==> config.mk <==
export PLATFORM = sky130hd
export DESIGN_NAME = ctrl_plane_responder
export DESIGN_NICKNAME = d
export VERILOG_FILES = /design/src/rtl/ctrl_plane_responder.sv
export SDC_FILE = /design/constraint.sdc
export NUM_CORES = 1
export LEC_CHECK = 0
export ABC_AREA = 1
export BUFFER_PORTS_ARGS = -buffer_cell sky130_fd_sc_hd__buf_2
export CAP_MARGIN = 20
export CORE_ASPECT_RATIO = 2
export CORE_MARGIN = 2
export CORE_UTILIZATION = 40
export DETAILED_ROUTE_END_ITERATION = 8
export GPL_TIMING_DRIVEN = 0
export SLEW_MARGIN = 20
export SYNTH_ARGS = -nofsm -noshare
export SYNTH_HDL_FRONTEND = slang
export SYNTH_SLANG_ARGS = --single-unit
==> constraint.sdc <==
create_clock -name CLOCK -period 2.13 [get_ports CLOCK]
set_input_delay 0.213 -clock CLOCK [delete_from_list [all_inputs] [get_ports CLOCK]]
set_output_delay 0.213 -clock CLOCK [all_outputs]
set_load 0.05 [all_outputs]
==> src/rtl/ctrl_plane_responder.sv <==
// ctrl_plane_responder
//
// Word-addressed Avalon-MM slave at the end of the control-plane path.
// It holds a small register file: ID, scratch, a sticky event latch
// (write-1-to-clear), an event mask and NUM_CTRL control words. Every
// access completes through a registered waitrequest handshake that adds
// WAIT_CYCLES wait states.
//
// Handshake: the master holds READ or WRITE together with its address,
// data and byte enables. The command stays pending while WAITREQUEST is
// high. It is accepted in the single cycle where WAITREQUEST is low. Any
// read data is valid in that same cycle. The responder captures the
// command when it first sees it, so a master that drops or changes the
// command mid-access still gets the originally captured access completed.
//
// Ports
//   CLOCK               in   rising-edge clock
//   RESET_N             in   asynchronous active-low reset
//   AVS_S0_READ         in   read request
//   AVS_S0_WRITE        in   write request (ignored when READ is also high)
//   AVS_S0_ADDRESS      in   [7:0] word address
//   AVS_S0_BYTEEN       in   [3:0] byte enables, writes only
//   AVS_S0_WRITEDATA    in   [31:0] write data
//   AVS_S0_READDATA     out  [31:0] registered read data
//   AVS_S0_WAITREQUEST  out  registered; low for one cycle = accepted
//   EVENT_IN            in   [31:0] event strobes, sampled every cycle
//   CTRL_OUT            out  [32*NUM_CTRL-1:0] control words, CTRL[0] in LSBs
//   IRQ                 out  registered |(EVENT & EVENT_MASK)
//   FSM_STATE           out  [1:0] handshake state: 0 idle, 1 wait, 2 ack

module ctrl_plane_responder #(
    parameter logic [31:0] ID_VALUE    = 32'h5EC0_0001,
    parameter int          WAIT_CYCLES = 1,
    parameter int          NUM_CTRL    = 4
) (
    input  logic                    CLOCK,
    input  logic                    RESET_N,
    input  logic                    AVS_S0_READ,
    input  logic                    AVS_S0_WRITE,
    input  logic [7:0]              AVS_S0_ADDRESS,
    input  logic [3:0]              AVS_S0_BYTEEN,
    input  logic [31:0]             AVS_S0_WRITEDATA,
    output logic [31:0]             AVS_S0_READDATA,
    output logic                    AVS_S0_WAITREQUEST,
    input  logic [31:0]             EVENT_IN,
    output logic [32*NUM_CTRL-1:0]  CTRL_OUT,
    output logic                    IRQ,
    output logic [1:0]              FSM_STATE
);

    typedef enum logic [1:0] {
        ST_IDLE = 2'd0,
        ST_WAIT = 2'd1,
        ST_ACK  = 2'd2
    } state_t;

    state_t      state_q;
    state_t      state_d;
    logic [3:0]  cnt_q;
    logic [3:0]  cnt_d;

    // Captured command
    logic [7:0]  cap_addr_q;
    logic [31:0] cap_data_q;
    logic [3:0]  cap_be_q;
    logic        cap_write_q;

    // Register file
    logic [31:0] scratch_q;
    logic [31:0] event_q;
    logic [31:0] mask_q;
    logic [31:0] ctrl_q [NUM_CTRL];

    logic [31:0] readdata_q;
    logic        waitreq_q;
    logic        irq_q;

    logic        cmd_seen;
    logic [7:0]  acc_addr;
    logic        acc_write;
    logic        enter_ack;
    logic        commit;
    logic [31:0] wr_mask;
    logic [31:0] event_clr;
    logic [31:0] rd_mux;

    function automatic logic [31:0] be_mask(input logic [3:0] be);
        return {{8{be[3]}}, {8{be[2]}}, {8{be[1]}}, {8{be[0]}}};
    endfunction

    assign cmd_seen = AVS_S0_READ | AVS_S0_WRITE;

    // In IDLE the access is being captured on this very edge, so the
    // live bus fields are the ones to use (matters for WAIT_CYCLES=0,
    // where IDLE goes straight to ACK). Later states use the capture.
    assign acc_addr  = (state_q == ST_IDLE) ? AVS_S0_ADDRESS : cap_addr_q;
    assign acc_write = (state_q == ST_IDLE) ? (AVS_S0_WRITE & ~AVS_S0_READ)
                                            : cap_write_q;

    assign enter_ack = (state_d == ST_ACK) && (state_q != ST_ACK);
    assign commit    = (state_q == ST_ACK) && cap_write_q;
    assign wr_mask   = be_mask(cap_be_q);
    assign event_clr = (commit && cap_addr_q == 8'h02) ? (cap_data_q & wr_mask) : 32'h0;

    // ------------------------------------------------------------------
    // FSM next state
    // ------------------------------------------------------------------
    always_comb begin
        state_d = state_q;
        cnt_d   = cnt_q;
        unique case (state_q)
            ST_IDLE: begin
                if (cmd_seen) begin
                    if (WAIT_CYCLES > 0) begin
                        state_d = ST_WAIT;
                        cnt_d   = 4'(WAIT_CYCLES - 1);
                    end else begin
                        state_d = ST_ACK;
                    end
                end
            end
            ST_WAIT: begin
                if (cnt_q == 4'd0) begin
                    state_d = ST_ACK;
                end else begin
                    cnt_d = cnt_q - 4'd1;
                end
            end
            ST_ACK:  state_d = ST_IDLE;
            default: state_d = ST_IDLE;
        endcase
    end

    // ------------------------------------------------------------------
    // Read mux over the register map
    // ------------------------------------------------------------------
    always_comb begin
        rd_mux = 32'h0;
        case (acc_addr)
            8'h00:   rd_mux = ID_VALUE;
            8'h01:   rd_mux = scratch_q;
            8'h02:   rd_mux = event_q;
            8'h03:   rd_mux = mask_q;
            default: rd_mux = 32'h0;
        endcase
        for (int n = 0; n < NUM_CTRL; n++) begin
            if (acc_addr == 8'(4 + n)) begin
                rd_mux = ctrl_q[n];
            end
        end
    end

    // ------------------------------------------------------------------
    // FSM state, capture and handshake outputs
    // ------------------------------------------------------------------
    always_ff @(posedge CLOCK or negedge RESET_N) begin
        if (!RESET_N) begin
            state_q     <= ST_IDLE;
            cnt_q       <= 4'd0;
            cap_addr_q  <= 8'h0;
            cap_data_q  <= 32'h0;
            cap_be_q    <= 4'h0;
            cap_write_q <= 1'b0;
            readdata_q  <= 32'h0;
            waitreq_q   <= 1'b1;
        end else begin
            state_q   <= state_d;
            cnt_q     <= cnt_d;
            // Waitrequest is registered: it drops for the cycle spent in ACK.
            waitreq_q <= (state_d != ST_ACK);
            if (state_q == ST_IDLE && cmd_seen) begin
                cap_addr_q  <= AVS_S0_ADDRESS;
                cap_data_q  <= AVS_S0_WRITEDATA;
                cap_be_q    <= AVS_S0_BYTEEN;
                // A simultaneous read and write is served as a read.
                cap_write_q <= AVS_S0_WRITE & ~AVS_S0_READ;
            end
            if (enter_ack && !acc_write) begin
                readdata_q <= rd_mux;
            end
        end
    end

    // ------------------------------------------------------------------
    // Register file; writes commit at the edge that ends ACK
    // ------------------------------------------------------------------
    always_ff @(posedge CLOCK or negedge RESET_N) begin
        if (!RESET_N) begin
            scratch_q <= 32'h0;
            event_q   <= 32'h0;
            mask_q    <= 32'h0;
            irq_q     <= 1'b0;
            for (int n = 0; n < NUM_CTRL; n++) begin
                ctrl_q[n] <= 32'h0;
            end
        end else begin
            // Clear first, then OR in new events so a set beats a clear.
            event_q <= (event_q & ~event_clr) | EVENT_IN;
            irq_q   <= |(event_q & mask_q);
            if (commit) begin
                if (cap_addr_q == 8'h01) begin
                    scratch_q <= (scratch_q & ~wr_mask) | (cap_data_q & wr_mask);
                end
                if (cap_addr_q == 8'h03) begin
                    mask_q <= (mask_q & ~wr_mask) | (cap_data_q & wr_mask);
                end
                for (int n = 0; n < NUM_CTRL; n++) begin
                    if (cap_addr_q == 8'(4 + n)) begin
                        ctrl_q[n] <= (ctrl_q[n] & ~wr_mask) | (cap_data_q & wr_mask);
                    end
                end
            end
        end
    end

    for (genvar g = 0; g < NUM_CTRL; g++) begin : g_ctrl_out
        assign CTRL_OUT[32*g +: 32] = ctrl_q[g];
    end

    assign AVS_S0_READDATA    = readdata_q;
    assign AVS_S0_WAITREQUEST = waitreq_q;
    assign IRQ                = irq_q;
    assign FSM_STATE          = state_q;

endmodule

== After elaboration in Yosys (flattened, before gate mapping) ==
Cells that the tools add are included.
Word-level totals
  register bits: 309
  output and inout port bits: 164
Operators by class
  add/subtract/negate cells: 1
  eq/ne operators: 21
  muxes and demuxes: 14
  bitwise logic cells: 21
  reductions and logical operators: 18
Operators by type and width (number)
  $and 32x32->32: 9
  $or 32x32->32: 7
  $mux 32: 5
  $pmux 32 s4: 1
  $eq 8x3->1 const B: 8
  $not 32->32: 2
  $eq 8x2->1 const B: 4
  $reduce_or 32->1: 1
  $eq 8x1->1 const B: 2
  $reduce_and 2->1: 6
  $logic_not 8->1: 1
  $mux 4: 2
  $mux 8: 1
  $ne 2x2->1 const B: 4
  $pmux 4 s2: 1
  $logic_and 1x1->1: 5
  $eq 2x2->1 const B: 2
  $logic_not 4->1: 1
  $mux 2: 2
  $pmux 2 s2: 1
  $sub 4x1->4 const B: 1
  $reduce_and 3->1: 1
  $eq 2x1->1 const B: 1
  $logic_not 2->1: 1
  other kinds (6): 6

== Longest topological paths before layout ==
  word-level depth: 8
  gate-level depth with buffers: 14
  depth with buffers taken out: 14

== Least setup slack after synthesis ==
OpenSTA, ideal clock, no wires.
  kind: register to register
  start: register state_q[0], in the netlist FSM_STATE[0]
  end: register readdata_q[10], in the netlist AVS_S0_READDATA[10]
  data arrival time: 1.898 ns
  required time: 2.012 ns
  setup slack: 0.115 ns
  stages on the path, launching flop included: 13
  path buffers: 1
  period minus slack after synthesis: 2.015 ns
  cells stage by stage: dfrtp_1 -> inv_1 -> nand2_2 -> nand4_1 -> nand2_2 -> nand2_2 -> nor2_4 -> inv_2 -> buf_2 -> o21ai_1 -> inv_1 -> nand2_1 -> nand2_1
On the way
  word-level cells in the longest chain between the ends: 8
  elaborated cells between the ends (all ways): 25
  classes of those cells: eq/ne (10); mux (10); reduce/logical (5)
Ends and longest elaborated chain
  from (decl): line 57  | state_t state_q;
  from (signal assigned): line 167  | state_q <= state_d;
  $logic_not 2->1: line 96, 97, 111
  $mux 8: line 96  | assign acc_addr = (state_q == ST_IDLE) ? AVS_S0_ADDRESS : cap_addr_q;
  $eq 8x2->1, or another cell as far along: line 139  | case (acc_addr)
  $pmux 32 s4: line 139
  $mux 32 (4 in series): line 147  | if (acc_addr == 8'(4 + n)) begin
  to (signal assigned): line 179  | readdata_q <= rd_mux;
  to (decl): line 74  | logic [31:0] readdata_q;
Several ways; a longest one is shown, not always the timed one.
A chain may end at the register's enable or synchronous reset.

== Worst setup path after layout ==
  start: register state_q[1], in the netlist FSM_STATE[1]
  end: register readdata_q[25], in the netlist AVS_S0_READDATA[25]
Same word-level chain as after synthesis.

==> run summary <==
Status - completed
Max Slew Vio Count - 0
YS warnings - 0
Clock Skew - 13.1 ps
Sequential cell area - 0.00774 mm²
Clock Latency Late Sink - 560 ps
Most common cell in the synthesized netlist - nand2_1
Via count of the routed design - 12900
CP Data Arrival Time - 2560 ps
Die extent in x - 135 µm
Largest net degree at the start of global routing - 85
Crit path largest cell delay - 470 ps
Layout Nets - 2105
Yosys top cell area share - 56.4%
Slew headroom - 50.8%
CTS tree - done
Ant diodes - 0
Placer Congestion - 0.946
Syn nets - 1726
Critical path class - flop to flop
Global-route wire length before repair - 74600 µm
Largest area contributor in the synthesized netlist - dfrtp_1
Core box area - 0.0336 mm²
Crit start category - flop
Placed Cells - 2326
GR Overflow Total - 0
Post-Synthesis Cells - 1644
Worst-case clock buffer depth - 3
Fin cells - 2480
Setup violators final - 0
Setup TNS - 0 ps
Routed length per instance - 19.8 µm
Vias in the first global route - 12900
I/O Buffers - 243
I/O Pins - 244
Post-synthesis register bit count - 309
Worst-margin pin slew - 738 ps
Compound-Gate Fraction of Synth Area - 12.4%
Final Hold Viols - 0
Synth top cells by count - 555 x nand2_1, 308 x dfrtp_1, 268 x o21ai_0
Post-synthesis simple-gate area fraction - 24.3%
Starting Density - 40.7%
Die area - 0.0358 mm²
Largest family of logic cells by synthesized area - simple AND/OR/NAND/NOR gates
Nature of the critical path endpoint - flop
Detailed Route Iter0 Violations - 925
Hold Crit Class - input port to asynchronous set/reset pin
CTS sink count - 309
Period utilization - 97.0%
Root buffer cell - clkbuf_16
Die height - 265 µm
Crit-path slowest cell - dfrtp_2
Synthesized area per cell - 8.32 µm²
P_leak - 9.11 nW
Vias/cell - 5.20
Async S/R FF share, synth - 100%
Fmax - 484 MHz
Post-synthesis adder-cell area fraction - 0.183%
Post-synth EDFFs - 0
Share of cells above drive strength 1 - 22.4%
Detailed Place HPWL - 35900 µm
Total Routing Usage GR - 27.4%
Fin crit period - 2070 ps
Area contributors post-synth - dfrtp_1 56%, nand2_1 15%, o21ai_0 9.8%, inv_1 3.8%, nand3_1 3.4%
Area of the multi-input gates - 0.00531 mm²
Area grow syn2layout - 31.5%
Post-Route WL - 49100 µm
Post-synthesis xor/xnor area fraction - 0%
Antenna violations before repair - 0
Clk pin slew, worst setup/hold paths - 70 ps
Synth unique cells - 31
Sequential fraction of the synthesis area - 56.6%
Multiplexer area fraction after synthesis - 0%
CP Max Fanout - 10
Unrepaired setup endpoints after global routing - yes
Detailed Routing Iterations Pass 1 - 5
# fillers - 3205
CP Cell Sequence - nor2_4 > buf_6 > buf_4 > o21ai_2 > nand2_2 > nor2_4 > buf_4 > nand2_1 > nand4_1 > nor2_1 > nor2_1
# rows - 95
Cts bufs inserted - 28
Number of max-cap violations - 0
Worst vdd ir - 0.00101 V
Power Dens Cells - 1090 mW/mm²
DRC - 0
Total Power - 0.0196 W
Ys flop type - dfrtp_1
CP Data Required Time - 2620 ps
Antenna viol nets, final - 0
H-tree levels - 1
Synth Cell Area - 0.0137 mm²
per-stage QoR:
| step | cell area, µm² | utilization (%) | worst slack (ps) | hold slack [ps] |
|---|---|---|---|---|
| final | 18000 | 53.4 | 63.2 | 219 |
| after global routing | 18000 | 53.4 | -27.8 | 277 |
| after CTS | 17600 | 52.2 | -203 | 249 |
| after detailed placement | 15500 | 46.2 | -632 | 240 |
| after global placement | 15400 | 45.9 | -5140 | 401 |
| after floorplan | 13700 | - | 115 | -82.6 |
layout by cell type, fill, tap and decap left out, types with 3 or more instances in the layout:
cell type | netlist | final
nand2_1 | 555 | 551
dfrtp_1 | 308 | 306
o21ai_0 | 268 | 267
buf_2 | 22 | 256
inv_1 | 138 | 134
dlygate4sd3_1 | 0 | 79
nand3_1 | 94 | 73
nor2_1 | 53 | 45
nand4_1 | 39 | 39
buf_4 | 5 | 37
a21oi_1 | 33 | 32
o21ai_1 | 30 | 30
clkbuf_16 | 0 | 29
nand3_2 | 0 | 18
clkbuf_1 | 38 | 18
nor2_2 | 17 | 17
clkbuf_2 | 0 | 14
nor2_4 | 4 | 12
buf_6 | 6 | 11
nand2_2 | 7 | 8
bufinv_16 | 0 | 8
nand2_4 | 3 | 5
inv_2 | 2 | 4
a221oi_1 | 4 | 4
clkbuf_8 | 0 | 4
clkinv_2 | 0 | 4
nor3_4 | 0 | 3
nand3_4 | 0 | 3
nor3_1 | 4 | 3
buf_8 | 0 | 3
clkinvlp_4 | 0 | 3
buf_16 | 0 | 3
metal layers:
layer	part of all wire (%)	up-vias	wire length (µm)	track usage, %
met5	0	-	0	0
met4	5.3	0	2580	14.2
met3	5.6	129	2730	3.56
met2	53	473	25800	49.3
met1	37	6218	18000	31.3
li1	-	6082	-	-
worst max-delay path: cells and delay by family, from the launching register on:
family                 cells  cell delay [ps]
and+or+nand+nor            7              820
buffers and inverters      3              530
DFF                        1              470
AOI/OAI and AO/OA          1              170
cell families (layout without fill, tap and decap cells):
kind of cell	after synthesis	in the layout
simple gates	784	784
buf+inv	213	613
fa+ha+maj	2	2
compound gates	336	336
flops	309	309
report_power, final:
group | leakage [nW] | total (W) | switching (W) | internal, W
sequential | 4.05 | 0.00714 | 0.000440 | 0.00670
combinational | 4.54 | 0.00652 | 0.00490 | 0.00162
clock | 0.520 | 0.00592 | 0.00233 | 0.00360
total | 9.11 | 0.0196 | 0.00767 | 0.0119
area by class of cell:
type | instances | area share (%)
buffer | 72 | 2.62
tap | 436 | 3.03
clock buffer | 37 | 4.43
sequential | 309 | 43.0
clock inverter | 14 | 1.53
timing repair buffer | 349 | 12.8
multi-input combinational | 1122 | 29.5
inverter | 141 | 2.98
path summary, 6_finish.rpt:
check,from,end,slack [ps],depth (start not counted)
worst max-delay path,FSM_STATE[1]$_DFF_PN0_,AVS_S0_READDATA[25]$_DFFE_PN0P_,60,11
worst min-delay path,RESET_N,cap_data_q[28]$_DFFE_PN0P_,220,2
worst max register to register,FSM_STATE[1]$_DFF_PN0_,AVS_S0_READDATA[25]$_DFFE_PN0P_,60,11
worst min register to register,AVS_S0_READDATA[16]$_DFFE_PN0P_,AVS_S0_READDATA[16]$_DFFE_PN0P_,480,2
max in group asynchronous,RESET_N,asynchronous set/reset pin,600,4
min in group CLOCK,AVS_S0_WRITE,cap_data_q[0]$_DFFE_PN0P_,310,5
what timing repair did:
item,in CTS,in global routing
gates cloned,0,1
pin swaps,4,17
endpoints found under the hold margin,155,0
buffers inserted,6,17
hold buffers,79,0
endpoints found under the setup margin,299,258
gates resized for setup,36,116
Note: power is estimated with default switching activity, not from simulation.
